### src/rtl/adc_scanner.sv
// adc_scanner: round-robin conversion sequencer for a shared ADC driver.
// Issues one request per channel, stores the latest 12-bit result per
// channel with a hysteresis "above" flag, and raises a sticky watchdog
// flag when the driver fails to answer within TIMEOUT wait cycles.
//
// Ports:
//   clk_100k, rst        block clock, async active-high reset
//   enable               scanning runs while high (sampled in IDLE / at GAP exit)
//   adc_req/adc_base_reg request pulse and register address to the driver
//   adc_done/adc_val     driver completion pulse and result
//   thresh_hi/thresh_lo  hysteresis set / clear thresholds
//   clr_err              clears timeout_err
//   sample/sample_valid  per-channel latest result and its validity
//   above                per-channel hysteresis flag
//   scan_done            one-cycle pulse after each full round
//   timeout_err          sticky watchdog flag
//
// state | meaning
// IDLE  | waiting for enable
// REQ   | one-cycle request to the driver
// WAIT  | waiting for adc_done, watchdog running
// GAP   | SCAN_GAP idle cycles before the next channel
module adc_scanner #(
  parameter int          NUM_CH    = 4,
  parameter logic [7:0]  BASE_REG0 = 8'h00,
  parameter int          SCAN_GAP  = 16,
  parameter int          TIMEOUT   = 4096
) (
  input  logic                   clk_100k,
  input  logic                   rst,
  input  logic                   enable,
  output logic                   adc_req,
  output logic [7:0]             adc_base_reg,
  input  logic                   adc_done,
  input  logic [11:0]            adc_val,
  input  logic [11:0]            thresh_hi,
  input  logic [11:0]            thresh_lo,
  input  logic                   clr_err,
  output logic [12*NUM_CH-1:0]   sample,
  output logic [NUM_CH-1:0]      sample_valid,
  output logic [NUM_CH-1:0]      above,
  output logic                   scan_done,
  output logic                   timeout_err
);

  localparam int CW = (NUM_CH > 1) ? $clog2(NUM_CH) : 1;
  localparam int GW = $clog2(SCAN_GAP + 1);
  localparam int WW = $clog2(TIMEOUT);

  localparam logic [CW-1:0] CH_LAST  = CW'(NUM_CH - 1);
  localparam logic [GW-1:0] GAP_LOAD = GW'(SCAN_GAP - 1);
  localparam logic [WW-1:0] WD_LAST  = WW'(TIMEOUT - 1);

  typedef enum logic [1:0] {IDLE, REQ, WAIT, GAP} state_t;

  state_t        state, state_next;
  logic [CW-1:0] ch, ch_next;
  logic [GW-1:0] gap_cnt;
  logic [WW-1:0] wd_cnt;
  logic          capture, timeout, gap_exit, wrap;

  always_ff @(posedge clk_100k or posedge rst) begin
    if (rst) state <= IDLE;
    else     state <= state_next;
  end

  always_comb begin
    state_next = state;
    ch_next    = ch;
    capture    = 1'b0;
    timeout    = 1'b0;
    gap_exit   = 1'b0;
    wrap       = 1'b0;
    unique case (state)
      IDLE: if (enable) state_next = REQ;
      REQ:  state_next = WAIT;
      WAIT: begin
        if (adc_done) begin
          capture    = 1'b1;
          state_next = GAP;
        end else if (wd_cnt == WD_LAST) begin
          timeout    = 1'b1;
          state_next = GAP;
        end
      end
      GAP: begin
        // gap counter is a down-counter; zero marks the last GAP cycle
        if (gap_cnt == '0) begin
          gap_exit   = 1'b1;
          wrap       = (ch == CH_LAST);
          ch_next    = wrap ? '0 : ch + 1'b1;
          state_next = enable ? REQ : IDLE;
        end
      end
      default: state_next = IDLE;
    endcase
  end

  always_ff @(posedge clk_100k or posedge rst) begin
    if (rst) begin
      ch           <= '0;
      gap_cnt      <= '0;
      wd_cnt       <= '0;
      adc_req      <= 1'b0;
      adc_base_reg <= BASE_REG0;
      sample       <= '0;
      sample_valid <= '0;
      above        <= '0;
      scan_done    <= 1'b0;
      timeout_err  <= 1'b0;
    end else begin
      ch        <= ch_next;
      adc_req   <= (state_next == REQ);
      scan_done <= gap_exit && wrap;

      // address only moves on REQ entry, so it is stable through WAIT
      if (state_next == REQ)
        adc_base_reg <= BASE_REG0 + 8'({ch_next, 1'b0});

      if (state == REQ)
        wd_cnt <= '0;
      else if (state == WAIT && !capture && !timeout)
        wd_cnt <= wd_cnt + 1'b1;

      if (capture || timeout)
        gap_cnt <= GAP_LOAD;
      else if (state == GAP && gap_cnt != '0)
        gap_cnt <= gap_cnt - 1'b1;

      if (capture) begin
        sample[12*int'(ch) +: 12] <= adc_val;
        sample_valid[ch]          <= 1'b1;
        // set is checked first so it wins when thresh_lo > thresh_hi
        if (adc_val >= thresh_hi)
          above[ch] <= 1'b1;
        else if (adc_val < thresh_lo)
          above[ch] <= 1'b0;
      end

      if (timeout)
        sample_valid[ch] <= 1'b0;

      if (timeout)
        timeout_err <= 1'b1;
      else if (clr_err)
        timeout_err <= 1'b0;
    end
  end

endmodule

### config.mk
export PLATFORM = sky130hd
export DESIGN_NAME = adc_scanner
export DESIGN_NICKNAME = d
export VERILOG_FILES = /design/src/rtl/adc_scanner.sv
export SDC_FILE = /design/constraint.sdc
export NUM_CORES = 1
export LEC_CHECK = 0
export CAP_MARGIN = 20
export CELL_PAD_IN_SITES_DETAIL_PLACEMENT = 1
export CELL_PAD_IN_SITES_GLOBAL_PLACEMENT = 1
export CORE_UTILIZATION = 38
export DETAILED_ROUTE_END_ITERATION = 12
export GPL_TIMING_DRIVEN = 0
export PLACE_DENSITY_LB_ADDON = 0.1
export SLEW_MARGIN = 20
export SYNTH_ARGS = -nofsm -noshare
export SYNTH_HDL_FRONTEND = slang
export SYNTH_SLANG_ARGS = --single-unit
### constraint.sdc
create_clock -name clk_100k -period 3.75 [get_ports clk_100k]
set_input_delay 0.375 -clock clk_100k [delete_from_list [all_inputs] [get_ports clk_100k]]
set_output_delay 0.375 -clock clk_100k [all_outputs]
set_load 0.005 [all_outputs]
Word-level counts from Yosys, hierarchy flattened
Index checks and enable logic that the tools add are counted.

Flip-flop bits (word level): 82. Output and inout bits: 67. Logic and storage cells: 80. Input bits: 41.

$lt $le $gt $ge: 4. Bitwise operators: 5. $add $sub $neg: 4. Equal/unequal tests: 6. Muxes and demuxes: 31. Shift-type cells: 2. Multipliers: 1. Reductions and logical operators: 16.

Operators with widths (count): 48-bit bitwise mux (1); 12-bit by 33-bit variable shift with 48-bit output (first input constant) (1); 12-bit by 33-bit indexed part select with 48-bit output (1); 6-bit negator with 33-bit output (1); 12-bit two-way mux (2); 4-bit two-way mux (4); 2-bit two-way mux (7); 1-bit two-way mux (13); 12-bit by 1-bit adder with 12-bit output (second input constant) (1); 12-bit == test (second input constant) (1); 12-bit greater-or-equal comparator (1); 12-bit < comparator (1); 5-bit two-way mux (2); 4-bit bitwise AND (2); 4-bit OR (2); 2-bit one-hot mux with 4 select lines (1); 2-bit nonzero test (4); 2-bit == test (second input constant) (3); 1-bit logical AND (5); 5-bit zero test (1); 5-bit nonzero test (1); 5-bit by 1-bit subtractor with 5-bit output (second input constant) (1); 2-bit by 1-bit == test with 1-bit output (second input constant) (2); 2-bit by 2-bit multiplier with 4-bit output (first input constant) (1); other kinds (9) (10).

Logic depth before layout (Yosys ltp)
Gate-level depths: netlist of run 1.

Word-level depth: 8. Mapped depth: 10. Depth with buffers taken out: 7.

Worst setup path before layout of run 1
No wires, ideal clock.

Kind: reg-to-reg. From: reg ch[0]. To: reg sample[10]. Setup slack: 0.955 ns. Clock period less this slack: 2.795 ns. Cell stages (with the launch flop): 11. Required time: 3.667 ns. Path buffers: 3. Library setup time: 0.083 ns. Arrival time: 2.713 ns. Path through: dfrtp_1 -> buf_1 -> buf_2 -> inv_1 -> ha_1 -> buf_2 -> nor2b_1 -> a22oi_1 -> or2_2 -> o2bb2a_1 -> o21ai_0.

Cells in the longest elaborated chain, start to end: 4. Elaborated cells on any way between the ends: 5. Those cells by class: add/sub: 1; mul: 1; shift: 2; mux: 1.

Ends and longest elaborated chain: from (decl) (RTL line 57) `logic [CW-1:0] ch, ch_next;`; from (signal assigned) (RTL line 112) `ch <= ch_next;`; 2-bit by 2-bit multiplier with 4-bit output (*) (RTL line 131) `sample[12*int'(ch) +: 12] <= adc_val;`; 6-bit negator with 33-bit output (*) (RTL line 131); 12-bit by 33-bit indexed part select with 48-bit output or 12-bit by 33-bit variable shift with 48-bit output (tied branches) (RTL line 131); 48-bit bitwise mux (*) (RTL line 131); to (signal, indexed assignment) (RTL line 131); to (decl) (RTL line 39) `output logic [12*NUM_CH-1:0] sample,`.

Every way passes the cells marked *; elsewhere a longest branch is shown, timed or not. A chain may end at the register's enable or synchronous reset.

Final worst setup path of run 1
Ends and elaborated chain as after synthesis.

==> results of run 1 <==
## kinds of logic after synthesis
family / count (synthesis) / share of synthesized area
AND/OR/NAND/NOR: 156 / 0.168
AO/OA/AOI/OAI: 114 / 0.163
flip-flops: 82 / 0.457
buffers and inverters: 60 / 0.0582
adder cells (fa/ha/maj): 34 / 0.0947
multiplexers: 16 / 0.0365
XOR/XNOR: 11 / 0.0214
other: 1 / 0.000835
## placed cells by master (no fill, tap or decap), drive strengths merged, types with 7 or more instances in the layout
master	n
xnor2	7
clkbuf	19
inv	35
dfrtp	82
o21ai	46
nand2	73
a21oi	18
clkdlybuf4s50	101
o31ai	9
nand3	12
ha	34
mux2i	13
nor2	31
buf	16
a22oi	7
## final cells by class
type | count | area share
Multi-Input combinational cell | 337 | 0.365
Sequential cell | 82 | 0.341
Inverter | 35 | 0.0222
Clock buffer | 9 | 0.0374
Timing Repair Buffer | 102 | 0.172
Clock inverter | 4 | 0.0116
Buffer | 25 | 0.0216
Tap cell | 143 | 0.0297
## power breakdown
part	leakage (nW)	total, mW	internal [mW]	switching [mW]
logic	1.48	1.41	0.629	0.783
registers	1.10	1.19	1.06	0.129
clock network	0.147	0.904	0.569	0.335
## worst max-delay path: cells and delay by family, from the launching register on
kind,cells,cell delay (ns)
flip-flops,1,0.50
buffers and inverters,4,1.14
adder cells (fa/ha/maj),1,0.34
AND/OR/NAND/NOR,2,0.73
AO/OA/AOI/OAI,3,0.61
## per-layer routing
layer | up-vias | GRT usage | routed length (um)
li1 | 1883 | - | -
met1 | 1959 | 0.270 | 5510
met2 | 91 | 0.382 | 6580
met3 | 16 | 0.0607 | 574
met4 | 0 | 0.0693 | 247
met5 | - | 0 | 0
## worst min path at each step
stage | to | slack (ns)
floorplan | wd_cnt[3] | 0.47
global placement | sample[41] | 0.46
detailed placement | sample[21] | 0.47
CTS | sample[30] | 0.39
global route | sample[29] | 0.41
finish | sample[30] | 0.38
==> out/qor.txt, run 1 <==
Die area: 0.0123 mm2
RR Startpoint: ch[0]
Vias in the first global route: 4228
Cell with the most instances after synthesis: dfrtp_1
Design Area, Final: 0.00603 mm2
Clock Skew: 0.00430 ns
Chip width: 111 um
Final Core Density: 0.525
Clock slew at reported path FFs: 0.06 ns
Number of synthesized flops with an enable pin: 0
Critical Path End Type: flop
Placed Cells incl. Taps: 724
Synth warn: 0
Largest cells by area after synthesis: dfrtp_1, ha_1, nand2_1
Num CTS Buffers: 9
CTS root buffer: clkbuf_16
Worst-Margin Slew: 0.680 ns
Total gr overflow: 0
Post-CTS Setup Repair Bufs: 0
Largest register FFs: 48
Synthesized instance count: 474
Nets@finish: 667
Slowest stage delay, CP: 0.50 ns
Starting density of the core: 0.392
Number of fill cells in the layout: 1331
Die span in y: 111 um
FFs w/ async S/R, synth: 1.00
Setup WS pre-CTS: 0.401 ns
Area of the multi-input gates: 0.00220 mm2
FF-to-FF End: sample[10]
GRT Util Overall: 0.222
Pleak: 2.72 nW
Hold_buf cts: 0
Max Clock Freq: 294 MHz
Port Buf Inserts: 101
Reg-to-reg slack, setup: 0.35 ns
Vias per cell: 5.36
CTS tree: built
CP max stage cell: dfrtp_1
CP Data Required Time: 4.01 ns
Post-DP HPWL: 9820 um
Worst setup path class: flop to flop
Fin. max-slew vios: 0
Starting DRT DRC Count: 138
First-pass GRT wire length: 21600 um
# DRC: 0
Core area: 0.0115 mm2
# IOs: 108
Power Dens Cells: 583 mW/mm2
Register bank with the most flops: sample
Final worst path period share: 0.908
Final Hold Fails: 0
Critical Path Start: ch[0]
Drt pass-1 iters: 4
Fin Hold WS: 0.380 ns
Skew-Pair Late Insertion Delay: 0.34 ns
Post-synthesis cell type count: 52
Status: finished clean
Placer Congestion: 0.823
Crit-path cells: buf_1 -> buf_2 -> inv_1 -> ha_1 -> buf_2 -> nor2b_1 -> a22oi_1 -> or2_2 -> o2bb2a_1 -> o21ai_0
Maximum fanout along the worst path: 10
Placement row count: 39
Final setup viols: 0
Register area share after synthesis: 0.457
Worst reg-to-reg path cell count: 10
Post-synth top flop: dfrtp_1
Number of diodes: 0
Post-CTS sizing: 0
Top-area cell type share of the netlist area: 0.457
CP Capture Point: sample[10]
Reg area: 0.00205 mm2
CP Launch Type: flop
Post-route ant nets: 0
Tot Pwr: 3.51 mW
Top cells by count, synth: dfrtp_1, nand2_1, o21ai_0
Layout cell share with drive strength beyond 1: 0.0623
Drt total wl: 12900 um
Area grow syn2layout: 34.2%
CTS max path bufs: 2
Syn avg cell area: 9.48 um2
Number of synthesized register bits: 82
Clock sink count: 82
H-tree levels: 3
Final worst setup slack: 0.346 ns
Max Cap Viol: 0
Via Count: 3949
Routed length per instance: 17.5 um
Fin cells: 737
Top cell type by total area after synthesis: dfrtp_1
Min-delay worst type: input pin to async pin
Slew headroom: 0.542
Most frequent CP cell: buf_2
Cell area after synthesis: 0.00449 mm2
Largest regs: sample x48, wd_cnt x12, gap_cnt x5
RSZ-0062 raised after global routing: no
Min Tclk post-route: 3.40 ns
Pin count of the biggest net entering global routing: 55
Placed Area: 0.00573 mm2
TNS Setup: 0 ns
CP Data Arrival Time: 3.66 ns
Initial antenna violation count: 0
Worst IR Drop VDD: 359 uV
(Power assumes the default switching activity.)
==> inputs of run 2 (changes only) <==
- SLEW_MARGIN: 20 -> 40
==> run 2 against run 1 <==
Maximum frequency stayed put. Total power about the same. Sequential share of layout area is essentially flat. Via count is the same. Die area is the same. Critical path depth unchanged. Flip-flop and latch count unchanged. Highest routed layer unchanged.
==> out/qor.txt, run 2 (synthesis results as in run 1) <==
Tot Pwr: 3.51 mW (about the same)
Crit-path cells: buf_1 -> buf_2 -> inv_1 -> ha_1 -> buf_2 -> nor2b_1 -> a22oi_1 -> or2_2 -> o2bb2a_1 -> o21ai_0
Total gr overflow: 0 (unchanged)
Slew headroom: 0.542 (unchanged)
Starting density of the core: 0.392 (unchanged)
Pin count of the biggest net entering global routing: 55 (unchanged)
CP Data Required Time: 4.01 ns (about the same)
Sw power: 1.25 mW (about the same)
Logic pwr share: 0.402 (about the same)
Starting DRT DRC Count: 138 (unchanged)
Area grow syn2layout: 34.2% (about the same)
Initial antenna violation count: 0 (unchanged)
CP Launch Type: flop
Die span in y: 111 um (unchanged)
Via Count: 3949 (unchanged)
Critical Path Start: ch[0]
CTS root buffer: clkbuf_16
Number of diodes: 0 (unchanged)
Post-CTS sizing: 0 (unchanged)
Hold_buf cts: 0 (unchanged)
TNS Setup: 0 ns (unchanged)
Register bank with the most flops: sample
Vias per cell: 5.36 (unchanged)
Worst IR Drop VDD: 359 uV (unchanged)
Drt pass-1 iters: 4 (unchanged)
Most frequent CP cell: buf_2
Min-delay worst type: input pin to async pin
Drt total wl: 12900 um (about the same)
Largest regs: sample x48, wd_cnt x12, gap_cnt x5
Status: finished clean
Port Buf Inserts: 101 (unchanged)
Skew-Pair Late Insertion Delay: 0.34 ns (about the same)
GRT Util Overall: 0.222 (unchanged)
Worst-Margin Slew: 0.680 ns (unchanged)
Die area: 0.0123 mm2 (unchanged)
Num CTS Buffers: 9 (unchanged)
CP Capture Point: sample[10]
First-pass GRT wire length: 21600 um (unchanged)
Power Dens Cells: 582 mW/mm2 (about the same)
RSZ-0062 raised after global routing: no
Placer Congestion: 0.823 (unchanged)
CTS tree: built
Final setup viols: 0 (unchanged)
Final worst path period share: 0.908 (about the same)
Core area: 0.0115 mm2 (unchanged)
Largest register FFs: 48 (unchanged)
Post-DP HPWL: 9820 um (unchanged)
Switching share of total power: 0.356 (about the same)
# IOs: 108 (unchanged)
Max Cap Viol: 0 (unchanged)
CP Data Arrival Time: 3.66 ns (about the same)
Post-route ant nets: 0 (unchanged)
H-tree levels: 3 (unchanged)
Sequential share of power: 0.340 (about the same)
Clock sink count: 82 (unchanged)
Nets@finish: 667 (unchanged)
Maximum fanout along the worst path: 10 (unchanged)
FF-to-FF End: sample[10]
Min Tclk post-route: 3.40 ns (-0.00000200 ns)
Int Power: 2.26 mW (about the same)
Final Hold Fails: 0 (unchanged)
Pleak: 2.72 nW (about the same)
Commonest cells after routing, fill and taps aside: clkdlybuf4s50_1, dfrtp_1, nand2_1, o21ai_0
Commonest non-fill, non-tap cell in the layout: clkdlybuf4s50_1
Clk network pwr share: 0.258 (about the same)
CTS max path bufs: 2 (unchanged)
Placement row count: 39 (unchanged)
Slowest stage delay, CP: 0.50 ns (about the same)
Post-CTS Setup Repair Bufs: 0 (unchanged)
Reg-to-reg slack, setup: 0.35 ns (about the same)
Worst reg-to-reg path cell count: 10 (unchanged)
Worst setup path class: flop to flop
RR Startpoint: ch[0]
Number of fill cells in the layout: 1330 (-0.075%)
Layout cell share with drive strength beyond 1: 0.0623 (unchanged)
Fin. max-slew vios: 0 (unchanged)
Chip width: 111 um (unchanged)
Clock Skew: 0.00430 ns (unchanged)
Vias in the first global route: 4228 (unchanged)
Max Clock Freq: 294 MHz (unchanged)
Routed length per instance: 17.5 um (about the same)
Critical Path End Type: flop
CP max stage cell: dfrtp_1
Clock slew at reported path FFs: 0.06 ns (about the same)
# DRC: 0 (unchanged)
-- run 2: per-stage QoR --
| step | hold slack (ns) | utilization | instances | worst slack [ns] | area [um2] |
|---|---|---|---|---|---|
| 2_1_floorplan | 0.468 | - | 479 | 0.955 | 4510 |
| 3_3_place_gp | 0.462 | 0.497 | 723 | -0.0323 | 5700 |
| 3_5_place_dp | 0.472 | 0.500 | 724 | 0.401 | 5730 |
| 4_1_cts | 0.382 | 0.526 | 737 | 0.339 | 6030 |
| 5_1_grt | 0.397 | 0.526 | 737 | 0.0401 | 6030 |
| 6_report | 0.372 | 0.526 | 737 | 0.346 | 6030 |
-- run 2: power groups by stage --
stage               combinational (mW)  sequential [mW]  clock (mW)
floorplan                        0.827             1.19           0
detailed placement                1.41             1.21           0
finish                            1.41             1.19       0.904
global route                      1.57             1.22       0.960
CTS                               1.42             1.20       0.927
global placement                  1.36             1.20           0
-- run 2: layout make-up --
type	count	area, um2	share of cell area
buffer	25	130	0.0216
inverter	35	136	0.0226
timing repair buffer	102	1040	0.172
sequential	82	2050	0.340
tap	143	179	0.0297
clock inverter	4	70.1	0.0116
clock buffer	9	225	0.0374
multi-input combinational	337	2200	0.364
-- run 2: layer usage --
metal / part of all wire / GRT usage / up-vias
met4: 0.019 / 0.0693 / 0
met1: 0.43 / 0.270 / 1959
met5: 0 / 0 / -
met2: 0.51 / 0.382 / 91
met3: 0.044 / 0.0607 / 16
li1: - / - / 1883
-- run 2: worst min path at each step --
stage,depth (start not counted),slack [ns],to
floorplan,1,0.47,wd_cnt[3]
global placement,2,0.46,sample[41]
detailed placement,2,0.47,sample[21]
CTS,2,0.38,sample[30]
global route,2,0.40,sample[29]
finish,2,0.37,sample[30]
-- run 2: critical path: cells and delay by family (launching register included) --
| family | cells | cell delay, ns |
|---|---|---|
| simple gates | 2 | 0.73 |
| buf+inv | 4 | 1.14 |
| fa+ha+maj | 1 | 0.34 |
| compound gates | 3 | 0.61 |
| flops | 1 | 0.50 |
==> inputs of run 3 (changes only) <==
- ABC_CLOCK_PERIOD_IN_PS: default -> 3750
- PLACE_DENSITY: default -> 0.81
- PLACE_DENSITY_LB_ADDON: 0.1 -> default
==> run 3 against run 2 <==
Sequential share of layout area barely moved. Via count rose by 0.91%. Critical endpoint is now sample[9]. Global-route usage rose by 0.083 points. Cell area fell by 0.15%. Highest routed layer unchanged. Clock power fell by 4.1%.
==> out/qor.txt, run 3 (synthesis results as in run 1) <==
First-pass GRT wire length: 21700 um (+0.86%)
CP Data Arrival Time: 3.68 ns (+0.02 ns)
Placer Congestion: 0.818 (-0.64%)
Final setup viols: 0 (unchanged)
Pleak: 2.72 nW (-0.17%)
Worst setup path class: flop to flop
Hold_buf cts: 0 (unchanged)
Register bank with the most flops: sample
RR Startpoint: ch[0]
Power Dens Cells: 578 mW/mm2 (-0.74%)
Worst-Margin Slew: 0.735 ns (+0.0550 ns)
Starting density of the core: 0.392 (unchanged)
Post-DP HPWL: 9930 um (+1.1%)
Met1 WL: 5520 um (+0.13%)
Drt pass-1 iters: 4 (unchanged)
Clock Skew: 0.00546 ns (+0.00116 ns)
Largest regs: sample x48, wd_cnt x12, gap_cnt x5
Commonest cells after routing, fill and taps aside: clkdlybuf4s50_1, dfrtp_1, nand2_1, o21ai_0
GRT Util Overall: 0.223 (+0.000831)
Drt total wl: 13100 um (+1.5%)
Slew headroom: 0.505 (-0.0371)
RSZ-0062 raised after global routing: no
Die area: 0.0123 mm2 (unchanged)
Fin. max-slew vios: 0 (unchanged)
Final Core Density: 0.525 (-0.000764)
Post-route ant nets: 0 (unchanged)
Nets@finish: 667 (unchanged)
Starting DRT DRC Count: 130 (-5.8%)
FF-to-FF End: sample[9]
Commonest non-fill, non-tap cell in the layout: clkdlybuf4s50_1
Largest register FFs: 48 (unchanged)
# IOs: 108 (unchanged)
Worst IR Drop VDD: 293 uV (-18%)
Vias in the first global route: 4308 (+1.9%)
Via Count: 3985 (+0.91%)
Clock slew at reported path FFs: 0.06 ns (about the same)
CTS max path bufs: 2 (unchanged)
Total gr overflow: 0 (unchanged)
Min Tclk post-route: 3.42 ns (+0.0154 ns)
Maximum fanout along the worst path: 10 (unchanged)
Vias per cell: 5.39 (+0.64%)
Num CTS Buffers: 9 (unchanged)
Placement row count: 39 (unchanged)
CP Launch Type: flop
Sw power: 1.26 mW (+0.73%)
Logic pwr share: 0.407 (+0.005)
Clk network pwr share: 0.249 (-0.009)
CTS tree: built
Status: finished clean
Int Power: 2.22 mW (-1.8%)
Sequential share of power: 0.344 (+0.004)
Pin count of the biggest net entering global routing: 63 (+15%)
Layout cell share with drive strength beyond 1: 0.0621 (-0.000209)
Top Metal Used: met4
DR WL met3: 415 um (-28%)
Final worst path period share: 0.912 (+0.00411)
# DRC: 0 (unchanged)
Worst reg-to-reg path cell count: 10 (unchanged)
Clock sink count: 82 (unchanged)
Post-CTS sizing: 0 (unchanged)
Port Buf Inserts: 101 (unchanged)
Routed length per instance: 17.7 um (+1.2%)
Initial antenna violation count: 0 (unchanged)
Skew-Pair Late Insertion Delay: 0.34 ns (about the same)
Die span in y: 111 um (unchanged)
Number of diodes: 0 (unchanged)
Max Cap Viol: 0 (unchanged)
Met2 WL post-DR: 6870 um (+4.4%)
Tot Pwr: 3.48 mW (-0.89%)
Chip width: 111 um (unchanged)
CTS root buffer: clkbuf_16
Reg-to-reg slack, setup: 0.33 ns (-0.02 ns)
Switching share of total power: 0.361 (+0.00582)
Core area: 0.0115 mm2 (unchanged)
Post-CTS Setup Repair Bufs: 0 (unchanged)
Critical Path End Type: flop
Final Hold Fails: 0 (unchanged)
Max Clock Freq: 292 MHz (-0.45%)
CP Data Required Time: 4.01 ns (about the same)
Area grow syn2layout: 34.0%
H-tree levels: 3 (unchanged)
Min-delay worst type: input pin to async pin
[run 3: cell types whose count changed in the layout (fill, tap and decap cells not counted), sizes merged]
cell and change:
bufinv -1, clkbuf +3
[run 3: per-layer routing]
metal | up-vias | track usage
met1 | 1983 | 0.260
met5 | - | 0
li1 | 1890 | -
met2 | 87 | 0.405
met3 | 25 | 0.0383
met4 | 0 | 0.0907
[run 3: power by group through the flow]
| stage | clock (mW) | combinational (mW) | sequential, mW |
|---|---|---|---|
| 2_1_floorplan | 0 | 0.827 | 1.19 |
| 3_3_place_gp | 0 | 1.36 | 1.20 |
| 3_5_place_dp | 0 | 1.41 | 1.22 |
| 4_1_cts | 0.883 | 1.43 | 1.20 |
| 5_1_grt | 0.911 | 1.57 | 1.22 |
| 6_report | 0.867 | 1.42 | 1.20 |
[run 3: worst max-delay path by stage]
stage,from,end,slack (ns),cells after the start
after detailed placement,ch[0],sample[9],0.39,10
after global placement,rst,sample[29],-0.03,2
after CTS,ch[0],sample[9],0.37,10
after global routing,ch[0],sample[10],0.02,10
after floorplan,ch[0],sample[10],0.95,10
final,ch[0],sample[9],0.33,10
[run 3: stage by stage]
stage	setup WS, ns	cells	TNS, ns	hold slack (ns)	cell area [um2]
2_1_floorplan	0.955	479	0	0.468	4510
3_3_place_gp	-0.0265	723	-1.64	0.461	5700
3_5_place_dp	0.392	724	0	0.471	5730
4_1_cts	0.365	739	0	0.342	6020
5_1_grt	0.0245	739	0	0.360	6020
6_report	0.331	739	0	0.344	6020
[run 3: critical path: stages, from the launching register on]
cell and delay [ns]:
dfrtp_1 0.51, buf_1 0.40, buf_2 0.34, inv_1 0.16, ha_1 0.33, buf_2 0.20
nor2b_1 0.45, a22oi_1 0.16, or2_2 0.34, o2bb2a_1 0.31, o21ai_0 0.14
[run 3: cell type report]
type,count,area [um2]
Buffer,25,130
Clock inverter,3,40.0
Timing Repair Buffer,102,1040
Sequential cell,82,2050
Multi-Input combinational cell,337,2200
Fill cell,1310,5450
Clock buffer,12,246
Inverter,35,136
Tap cell,143,179
